===== src/rtl/dbg_trace_pkg.sv =====
// Shared types and helpers for the commit-trace capture path.
// The entry layout follows the default trace widths declared here.
package dbg_trace_pkg;

  localparam int TRACE_XLEN    = 32;
  localparam int TRACE_NCOMMIT = 2;
  localparam int TRACE_DEPTH   = 16;
  localparam int TRACE_SEQ_W   = 16;
  localparam int TRACE_OVF_W   = 16;

  // Upper bound on commit lanes the rank helper can scan.
  localparam int MAX_LANES = 8;
  localparam int RANK_W    = $clog2(MAX_LANES + 1);

  typedef struct packed {
    logic [TRACE_XLEN-1:0]  pc;
    logic [TRACE_XLEN-1:0]  addr;
    logic                   dev;
    logic                   halt;
    logic                   intr;
    logic [TRACE_SEQ_W-1:0] seq;
  } trace_entry_t;

  // Compaction: a lane's slot offset is the number of set lanes below it.
  function automatic logic [RANK_W-1:0] lane_rank(input logic [MAX_LANES-1:0] mask,
                                                  input int unsigned lane);
    logic [RANK_W-1:0] r;
    r = '0;
    for (int unsigned j = 0; j < MAX_LANES; j++) begin
      if (j < lane && mask[j]) begin
        r = r + RANK_W'(1);
      end
    end
    return r;
  endfunction

endpackage


===== src/rtl/trace_mwfifo.sv =====
// Circular trace buffer: up to NWR compacted writes per cycle into consecutive
// slots, one read per cycle, head presented combinationally from storage.
module trace_mwfifo
  import dbg_trace_pkg::*;
#(
  parameter int NWR   = 2,
  parameter int DEPTH = 16
) (
  input  logic                     clock,
  input  logic                     reset,
  input  logic [$clog2(NWR+1)-1:0] wr_cnt,
  input  trace_entry_t             wr_data [NWR],
  input  logic                     rd_en,
  output trace_entry_t             rd_data,
  output logic                     rd_valid,
  output logic [$clog2(DEPTH):0]   level
);

  localparam int PTR_W = $clog2(DEPTH);
  localparam int LVL_W = PTR_W + 1;

  trace_entry_t     mem [DEPTH];
  logic [PTR_W-1:0] wr_ptr_reg;
  logic [PTR_W-1:0] rd_ptr_reg;
  logic [LVL_W-1:0] level_reg;
  logic             rd_fire;

  assign rd_valid = (level_reg != '0);
  assign rd_fire  = rd_en & rd_valid;
  assign rd_data  = mem[rd_ptr_reg];
  assign level    = level_reg;

  // Caller never offers more writes than there is free space.
  always_ff @(posedge clock) begin
    for (int s = 0; s < NWR; s++) begin
      if (s < int'(wr_cnt)) begin
        mem[wr_ptr_reg + PTR_W'(s)] <= wr_data[s];
      end
    end
  end

  always_ff @(posedge clock) begin
    if (reset) begin
      wr_ptr_reg <= '0;
      rd_ptr_reg <= '0;
      level_reg  <= '0;
    end else begin
      wr_ptr_reg <= wr_ptr_reg + PTR_W'(wr_cnt);
      rd_ptr_reg <= rd_ptr_reg + PTR_W'(rd_fire);
      level_reg  <= level_reg + LVL_W'(wr_cnt) - LVL_W'(rd_fire);
    end
  end

endmodule


===== src/rtl/debug_commit_tracer.sv =====
// Commit-trace capture: compacts per-cycle retirements into the trace buffer,
// tags them with sequence numbers, and tracks overflow, interrupts and halt.
module debug_commit_tracer
  import dbg_trace_pkg::*;
#(
  parameter int XLEN    = TRACE_XLEN,
  parameter int NCOMMIT = TRACE_NCOMMIT,
  parameter int DEPTH   = TRACE_DEPTH,
  parameter int SEQ_W   = TRACE_SEQ_W,
  parameter int OVF_W   = TRACE_OVF_W
) (
  input  logic                    clock,
  input  logic                    reset,
  input  logic [NCOMMIT-1:0]      cm_valid,
  input  logic [NCOMMIT-1:0]      cm_halt,
  input  logic [NCOMMIT-1:0]      cm_dev,
  input  logic [NCOMMIT*XLEN-1:0] cm_addr,
  input  logic [NCOMMIT*XLEN-1:0] cm_pc,
  input  logic                    intr,
  output logic                    out_valid,
  input  logic                    out_ready,
  output logic [XLEN-1:0]         out_pc,
  output logic [XLEN-1:0]         out_addr,
  output logic                    out_dev,
  output logic                    out_halt,
  output logic                    out_intr,
  output logic [SEQ_W-1:0]        out_seq,
  output logic                    halted,
  output logic [OVF_W-1:0]        ovf_cnt,
  output logic [$clog2(DEPTH):0]  level
);

  localparam int LVL_W     = $clog2(DEPTH) + 1;
  localparam int CNT_W     = $clog2(NCOMMIT + 1);
  localparam int OVF_SUM_W = OVF_W + 1;

  logic [SEQ_W-1:0]     seq_reg, seq_next;
  logic [OVF_W-1:0]     ovf_reg, ovf_next;
  logic [OVF_SUM_W-1:0] ovf_sum;
  logic                 frozen_reg, frozen_next;
  logic                 intr_pend_reg, intr_pend_next;
  logic                 halted_reg, halted_next;

  logic [NCOMMIT-1:0] cand;
  logic [NCOMMIT-1:0] wr_lane;
  logic [RANK_W-1:0]  rank [NCOMMIT];
  logic [CNT_W-1:0]   cand_cnt, wr_cnt, drop_cnt;
  logic [LVL_W-1:0]   free, fifo_level;
  logic               intr_eff;
  logic               blocked;
  logic               head_valid;
  logic               deq;

  trace_entry_t lane_entry [NCOMMIT];
  trace_entry_t slot_entry [NCOMMIT];
  trace_entry_t head;

  // A halt blocks every younger lane, whether or not it finds room itself.
  always_comb begin
    blocked = frozen_reg;
    cand    = '0;
    for (int i = 0; i < NCOMMIT; i++) begin
      cand[i] = cm_valid[i] & ~blocked;
      blocked = blocked | (cand[i] & cm_halt[i]);
    end
    frozen_next = blocked;
  end

  assign intr_eff = intr_pend_reg | intr;
  assign free     = LVL_W'(DEPTH) - fifo_level;

  for (genvar gi = 0; gi < NCOMMIT; gi++) begin : g_lane
    assign rank[gi]    = lane_rank(MAX_LANES'(cand), gi);
    assign wr_lane[gi] = cand[gi] && (int'(rank[gi]) < int'(free));
    assign lane_entry[gi] = '{
      pc:   cm_pc[gi*XLEN +: XLEN],
      addr: cm_addr[gi*XLEN +: XLEN],
      dev:  cm_dev[gi],
      halt: cm_halt[gi],
      intr: intr_eff && (rank[gi] == '0),
      seq:  seq_reg + SEQ_W'(rank[gi])
    };
  end

  always_comb begin
    cand_cnt = '0;
    wr_cnt   = '0;
    for (int i = 0; i < NCOMMIT; i++) begin
      cand_cnt = cand_cnt + CNT_W'(cand[i]);
      wr_cnt   = wr_cnt + CNT_W'(wr_lane[i]);
    end
    drop_cnt = cand_cnt - wr_cnt;
  end

  // Route each written lane to the slot given by its rank.
  always_comb begin
    for (int s = 0; s < NCOMMIT; s++) begin
      slot_entry[s] = '0;
      for (int i = 0; i < NCOMMIT; i++) begin
        if (wr_lane[i] && int'(rank[i]) == s) begin
          slot_entry[s] = lane_entry[i];
        end
      end
    end
  end

  assign deq = head_valid & out_ready;

  always_comb begin
    seq_next       = seq_reg + SEQ_W'(wr_cnt);
    ovf_sum        = {1'b0, ovf_reg} + OVF_SUM_W'(drop_cnt);
    ovf_next       = ovf_sum[OVF_W] ? '1 : ovf_sum[OVF_W-1:0];
    intr_pend_next = (wr_cnt != '0) ? intr : intr_eff;
    halted_next    = halted_reg | (deq & head.halt);
  end

  always_ff @(posedge clock) begin
    if (reset) begin
      seq_reg       <= '0;
      ovf_reg       <= '0;
      frozen_reg    <= 1'b0;
      intr_pend_reg <= 1'b0;
      halted_reg    <= 1'b0;
    end else begin
      seq_reg       <= seq_next;
      ovf_reg       <= ovf_next;
      frozen_reg    <= frozen_next;
      intr_pend_reg <= intr_pend_next;
      halted_reg    <= halted_next;
    end
  end

  trace_mwfifo #(
    .NWR   (NCOMMIT),
    .DEPTH (DEPTH)
  ) u_fifo (
    .clock    (clock),
    .reset    (reset),
    .wr_cnt   (wr_cnt),
    .wr_data  (slot_entry),
    .rd_en    (out_ready),
    .rd_data  (head),
    .rd_valid (head_valid),
    .level    (fifo_level)
  );

  assign out_valid = head_valid;
  assign out_pc    = head.pc;
  assign out_addr  = head.addr;
  assign out_dev   = head.dev;
  assign out_halt  = head.halt;
  assign out_intr  = head.intr;
  assign out_seq   = head.seq;
  assign halted    = halted_reg;
  assign ovf_cnt   = ovf_reg;
  assign level     = fifo_level;

endmodule

===== config.mk =====
export PLATFORM = sky130hd
export DESIGN_NAME = debug_commit_tracer
export DESIGN_NICKNAME = d
export VERILOG_FILES = /design/src/rtl/dbg_trace_pkg.sv /design/src/rtl/trace_mwfifo.sv /design/src/rtl/debug_commit_tracer.sv
export SDC_FILE = /design/constraint.sdc
export NUM_CORES = 2
export LEC_CHECK = 0
export BUFFER_PORTS_ARGS = -buffer_cell sky130_fd_sc_hd__buf_2
export CORE_MARGIN = 1
export CORE_UTILIZATION = 60
export DETAILED_ROUTE_END_ITERATION = 12
export PLACE_DENSITY_LB_ADDON = 0.1
export REMOVE_ABC_BUFFERS = 1
export SLEW_MARGIN = 5
export SYNTH_ARGS = -nofsm -noshare
export SYNTH_HDL_FRONTEND = slang
export SYNTH_SLANG_ARGS = --single-unit

===== constraint.sdc =====
create_clock -name clock -period 14.35 [get_ports clock]
set_input_delay 3.5875 -clock clock [delete_from_list [all_inputs] [get_ports clock]]
set_output_delay 3.5875 -clock clock [all_outputs]
set_load 0.05 [all_outputs]

* Word-level counts from Yosys, hierarchy flattened
Memory sizes are Yosys's and may differ from the RTL's. A register that Yosys moved wholly into a read port is not among the register bits.
Index checks and enable logic that the tools add are counted.
** Cells by class
- Reduce and logical (&&, ||, !) cells :: 9
- Bitwise operators :: 12
- $lt $le $gt $ge :: 4
- Equal/unequal tests :: 1
- Muxes and demuxes :: 11
- Add/sub/neg operators :: 12
** Operators with widths (number)
- 83-bit 2-to-1 mux :: 3
- 16-bit by 2-bit adder with 17-bit output :: 1
- 16-bit by 2-bit adder with 16-bit output :: 1
- 16-bit by 4-bit adder with 16-bit output :: 1
- 16-bit 2-to-1 mux :: 1
- 4-bit logical NOT :: 2
- 1-bit bitwise AND :: 6
- 1-bit 2-to-1 mux :: 6
- 5-bit by 2-bit adder with 5-bit output :: 1
- 1-bit logical AND :: 5
- 1-bit by 5-bit < comparator with 1-bit output, first input constant :: 1
- 4-bit by 5-bit < comparator with 1-bit output :: 1
- 5-bit nonzero test :: 1
- 5-bit by 1-bit subtractor with 5-bit output :: 1
- 5-bit subtractor, first input constant :: 1
- 1-bit by 1-bit adder with 2-bit output :: 2
- 4-bit by 1-bit adder with 4-bit output :: 1
- 4-bit by 1-bit adder with 4-bit output, second input constant :: 1
- 4-bit by 2-bit adder with 4-bit output :: 1
- 4-bit by 2-bit == test with 1-bit output, second input constant :: 1
- 1-bit by 2-bit < comparator with 1-bit output, first input constant :: 2
- 4-bit 2-to-1 mux :: 1
- 1-bit OR :: 4
- 1-bit inverter :: 2
- 2 further kinds :: 2
** Storage, ports and cells
- Input bits :: 138
- Logic and storage cells :: 58
- Memories kept :: 1
- Register bits :: 48
- Output and inout port bits :: 106
- Bits in writable memories :: 1328
** Memory list
- u_fifo.mem :: depth 16, width 83, read ports 1, clocked after memory_dff 1, write ports 2, RTL line trace_mwfifo.sv:22 : trace_entry_t mem [DEPTH];

* Logic depth before layout (Yosys ltp)
- Depth after elaboration :: 11
- Depth in mapped cells :: 22
- Mapped depth without buffers :: 18

* Modules after synthesis
From an unflattened synthesis, not the netlist that was laid out.
** Second synthesis, totals
- Cells, all modules :: 4286
- Area total of the unflattened synthesis :: 70318.7 sq um
** Modules (own cells, without submodules)
- trace_mwfifo :: seq. area each 40138.5 sq um, instances 1, area each 66707.7 sq um, cells each 3791
- debug_commit_tracer :: seq. area each 700.7 sq um, instances 1, area each 3611.0 sq um, cells each 495

* Least setup slack after synthesis
Ideal clock, no wire load.
- Path type :: in2reg
- From :: in cm_halt[0]
- To :: mem u_fifo.mem[10][0] (netlist bit) (enable)
- Arrival time :: 10.740 ns
- Setup time :: 0.644 ns
- Required time :: 13.706 ns
- Path buffers :: 2
- Setup slack :: 2.966 ns
- Stages on the path :: 9
- Cells stage by stage :: clkbuf_1 > nand2_1 > nand2_1 > a21oi_1 > ha_1 > buf_2 > and3_1 > a21oi_1 > nor3b_1
** RTL lines
- from (decl) :: RTL line debug_commit_tracer.sv:15 : input logic [NCOMMIT-1:0] cm_halt,
- to (decl) :: RTL line trace_mwfifo.sv:22

==> metrics.txt <==
area occupied by multi-input gates 23800 um^2; CTS tree done; Root Buffer clkbuf_16; Largest register FFs 1328; Std-Cell Rows 122; Layout area overhead 9.29%; DR pass1 iterations 6; die width 336 um; minimum clock period 8.49 ns; outcome completed; Clock Pin Slew Worst Setup and Hold Paths 0.05 ns; share of cells above drive strength 1 24.7%; Vias 44400; vias in the first global route 43500; Max Cap Violations 0; mux cell area share after synthesis 14.2%; Stages on worst setup path 5; Async SR Flop Fraction 0%; Fin. Hold Viols 0; NumNets Final 4188; Combinational Power Share 35.1%; most numerous cell in the Yosys netlist edfxtp_1; worst-skew pair later-pin latency 0.76 ns; type of origin of the critical path flip-flop; Hold Path Class flip-flop to flip-flop; Worst path slowest cell dfxtp_4; Iter 0 DRT Violations 6758; Synth Area in XOR/XNOR 0.562%; clk buf depth 3; # hold bufs at CTS 0; Post-DRT Antenna Nets 0; initial antenna violation count 27; CP Class flip-flop to output port; Die Height 336 um; Distinct cells, synth 49; register area share after synthesis 60.9%; HPWL Detailed 111 mm; skew final 0.0142 ns; complex-gate fraction of the synthesized area 18.2%; Arr. time, crit path 4.90 ns; R2R Setup Slk 7.64 ns; main combinational cell family by area after synthesis compound AO/OA/AOI/OAI gates; P_sw 4.74 mW; reg-to-reg critical path endpoint u_fifo.mem[15][38]; internal cell power 8.65 mW; htree depth 4; worst-path maximum fanout 61; core region area 111000 um^2; Crit path max-delay family buffers and inverters; FILL cells 7584; clock share of power 27.0%; DIE AREA 113000 um^2; DP Area 68800 um^2; DRC errors left 0; Syn Area/Cell 15.9 um^2; P_leak 23.8 nW; Worst Tran Pin Value 1.31 ns; period utilization 59.1%; number of synthesized flops with an enable pin 1328; RSZ-0062 raised after global routing no; final wirelength 217 mm; simple-gate share of the synthesized area 1.31%; cell taking the most area after synthesis edfxtp_1; #FFs+latches synth 1376; Achievable Freq 118 MHz; delay of the slowest critical-path stage 0.91 ns; Post-synth top cells edfxtp_1 (1328), a22o_1 (1088), clkbuf_1 (440), mux4_2 (414), o2bb2ai_1 (208); VDD IR-drop max 0.163 mV; WHS 0.472 ns; Crit Reg-Reg Startpoint u_fifo.level[0]; Pwr Density 183 nW/um^2; crit path capture out_pc[20]; max_slew headroom 12.6%; Register Area 40900 um^2; vias per cell 7.89; worst-case reg-to-reg path depth 15; Mapped Area 67000 um^2; final setup fails 0; TritonCTS buffer count 146; Critical path buffers and inverters 3; Critical Path Source u_fifo.rd_ptr_reg[1]; switching share of total power 35.4%; Synth Warn # 0; GRT overflow 0; Crit. End Element output port; global-route wire length before repair 309 mm; Final Instance Area 73200 um^2; Post-CTS Setup Inserts 0; post-synthesis adder-cell area fraction 0.530%; DR WL/cell 38.5 um; sequential share of power 37.9%; crit path cell chain buf_4, buf_4, mux4_2, mux4_2, buf_2; top cells by area, synth edfxtp_1 (60%), a22o_1 (14%), mux4_2 (14%), o2bb2ai_1 (2.7%), clkbuf_1 (2.5%); Tot GR Track Use 38.4%; buffers added on ports 243; WP data required 10.76 ns; share of the synthesized area in the top cell type 59.5%; num ports 244; fin. max-slew vios 0; PostCTS Resize Cnt 0; Top FF cell, synth edfxtp_1; Starting Density 60.6%; maximum number of pins on one net before global-route repair 106; # clock sinks 1376; Final GP Congestion 0.844; Syn Inst Count 4211
==> final cells by class <==
type | instances | share of cell area [%]
timing repair buffer | 362 | 2.90
clock buffer | 209 | 5.61
sequential | 1376 | 55.8
multi-input combinational | 2113 | 32.5
clock inverter | 41 | 0.460
inverter | 25 | 0.128
antenna | 12 | 0.0410
tap | 1488 | 2.54
==> layout by cell type, fill, tap and decap left out, types with 23 or more instances in the layout <==
cell type,Yosys,layout
edfxtp_1,1328,1328
a22o_1,1088,1088
mux4_2,414,414
buf_2,82,243
o2bb2ai_1,208,208
clkbuf_16,0,154
buf_4,1,118
nor2_1,87,62
clkbuf_1,440,50
dfxtp_1,48,44
o21ai_0,37,37
a21oi_1,31,31
nor2_4,0,25
inv_1,24,24
xnor2_1,24,23
==> metal layers <==
layer  global-route usage (%)  vias to the layer above  routed length (um)
met5                        0                        -                 204
met4                     15.3                       32                8400
met3                     11.2                      636               31100
met2                     57.9                     3770               99600
met1                     53.0                    22700               77500
li1                         -                    17300                   -
==> cells by family (layout without fill, tap and decap cells) <==
kind of cell | Yosys count | in the layout
AO/OA/AOI/OAI | 1428 | 1428
flip-flops | 1376 | 1376
buffers and inverters | 722 | 637
multiplexers | 434 | 434
AND/OR/NAND/NOR | 182 | 182
XOR/XNOR | 43 | 43
adder cells (fa/ha/maj) | 26 | 26
other | 0 | 12
==> power groups by stage <==
stage	sequential [mW]	combinational, mW	clock, mW
floorplan	5.37	3.44	0
CTS	5.07	4.62	3.63
finish	5.07	4.70	3.61
global placement	5.14	4.56	0
global route	5.10	4.83	3.77
detailed placement	5.15	4.60	0
==> worst min-delay path: cells and delay by family, from the launching register on <==
kind | cells | cell delay [ns]
simple gates | 1 | 0.07
flops | 1 | 0.32
compound gates | 1 | 0.04
==> metrics by stage <==
step	instances	setup slack [ns]	utilization [%]	power (mW)	TNS (ns)
2_1_floorplan	3514	-4.69	-	8.81	-343.74
3_3_place_gp	5364	6.32	62.1	9.70	0
3_5_place_dp	5364	6.26	62.1	9.76	0
4_1_cts	5614	5.74	66.1	13.3	0
5_1_grt	5623	5.55	66.2	13.7	0
6_report	5626	5.86	66.2	13.4	0
==> worst min path at each step <==
stage / startpoint / to / slack, ns / cells past startpoint
6_report: halted / halted / 0.47 / 2
5_1_grt: halted / halted / 0.49 / 2
4_1_cts: halted / halted / 0.47 / 2
3_5_place_dp: halted / halted / 0.45 / 2
3_3_place_gp: halted / halted / 0.45 / 2
2_1_floorplan: intr_pend_reg / intr_pend_reg / 0.46 / 2
No activity file was read; power rests on OpenSTA's default activity.
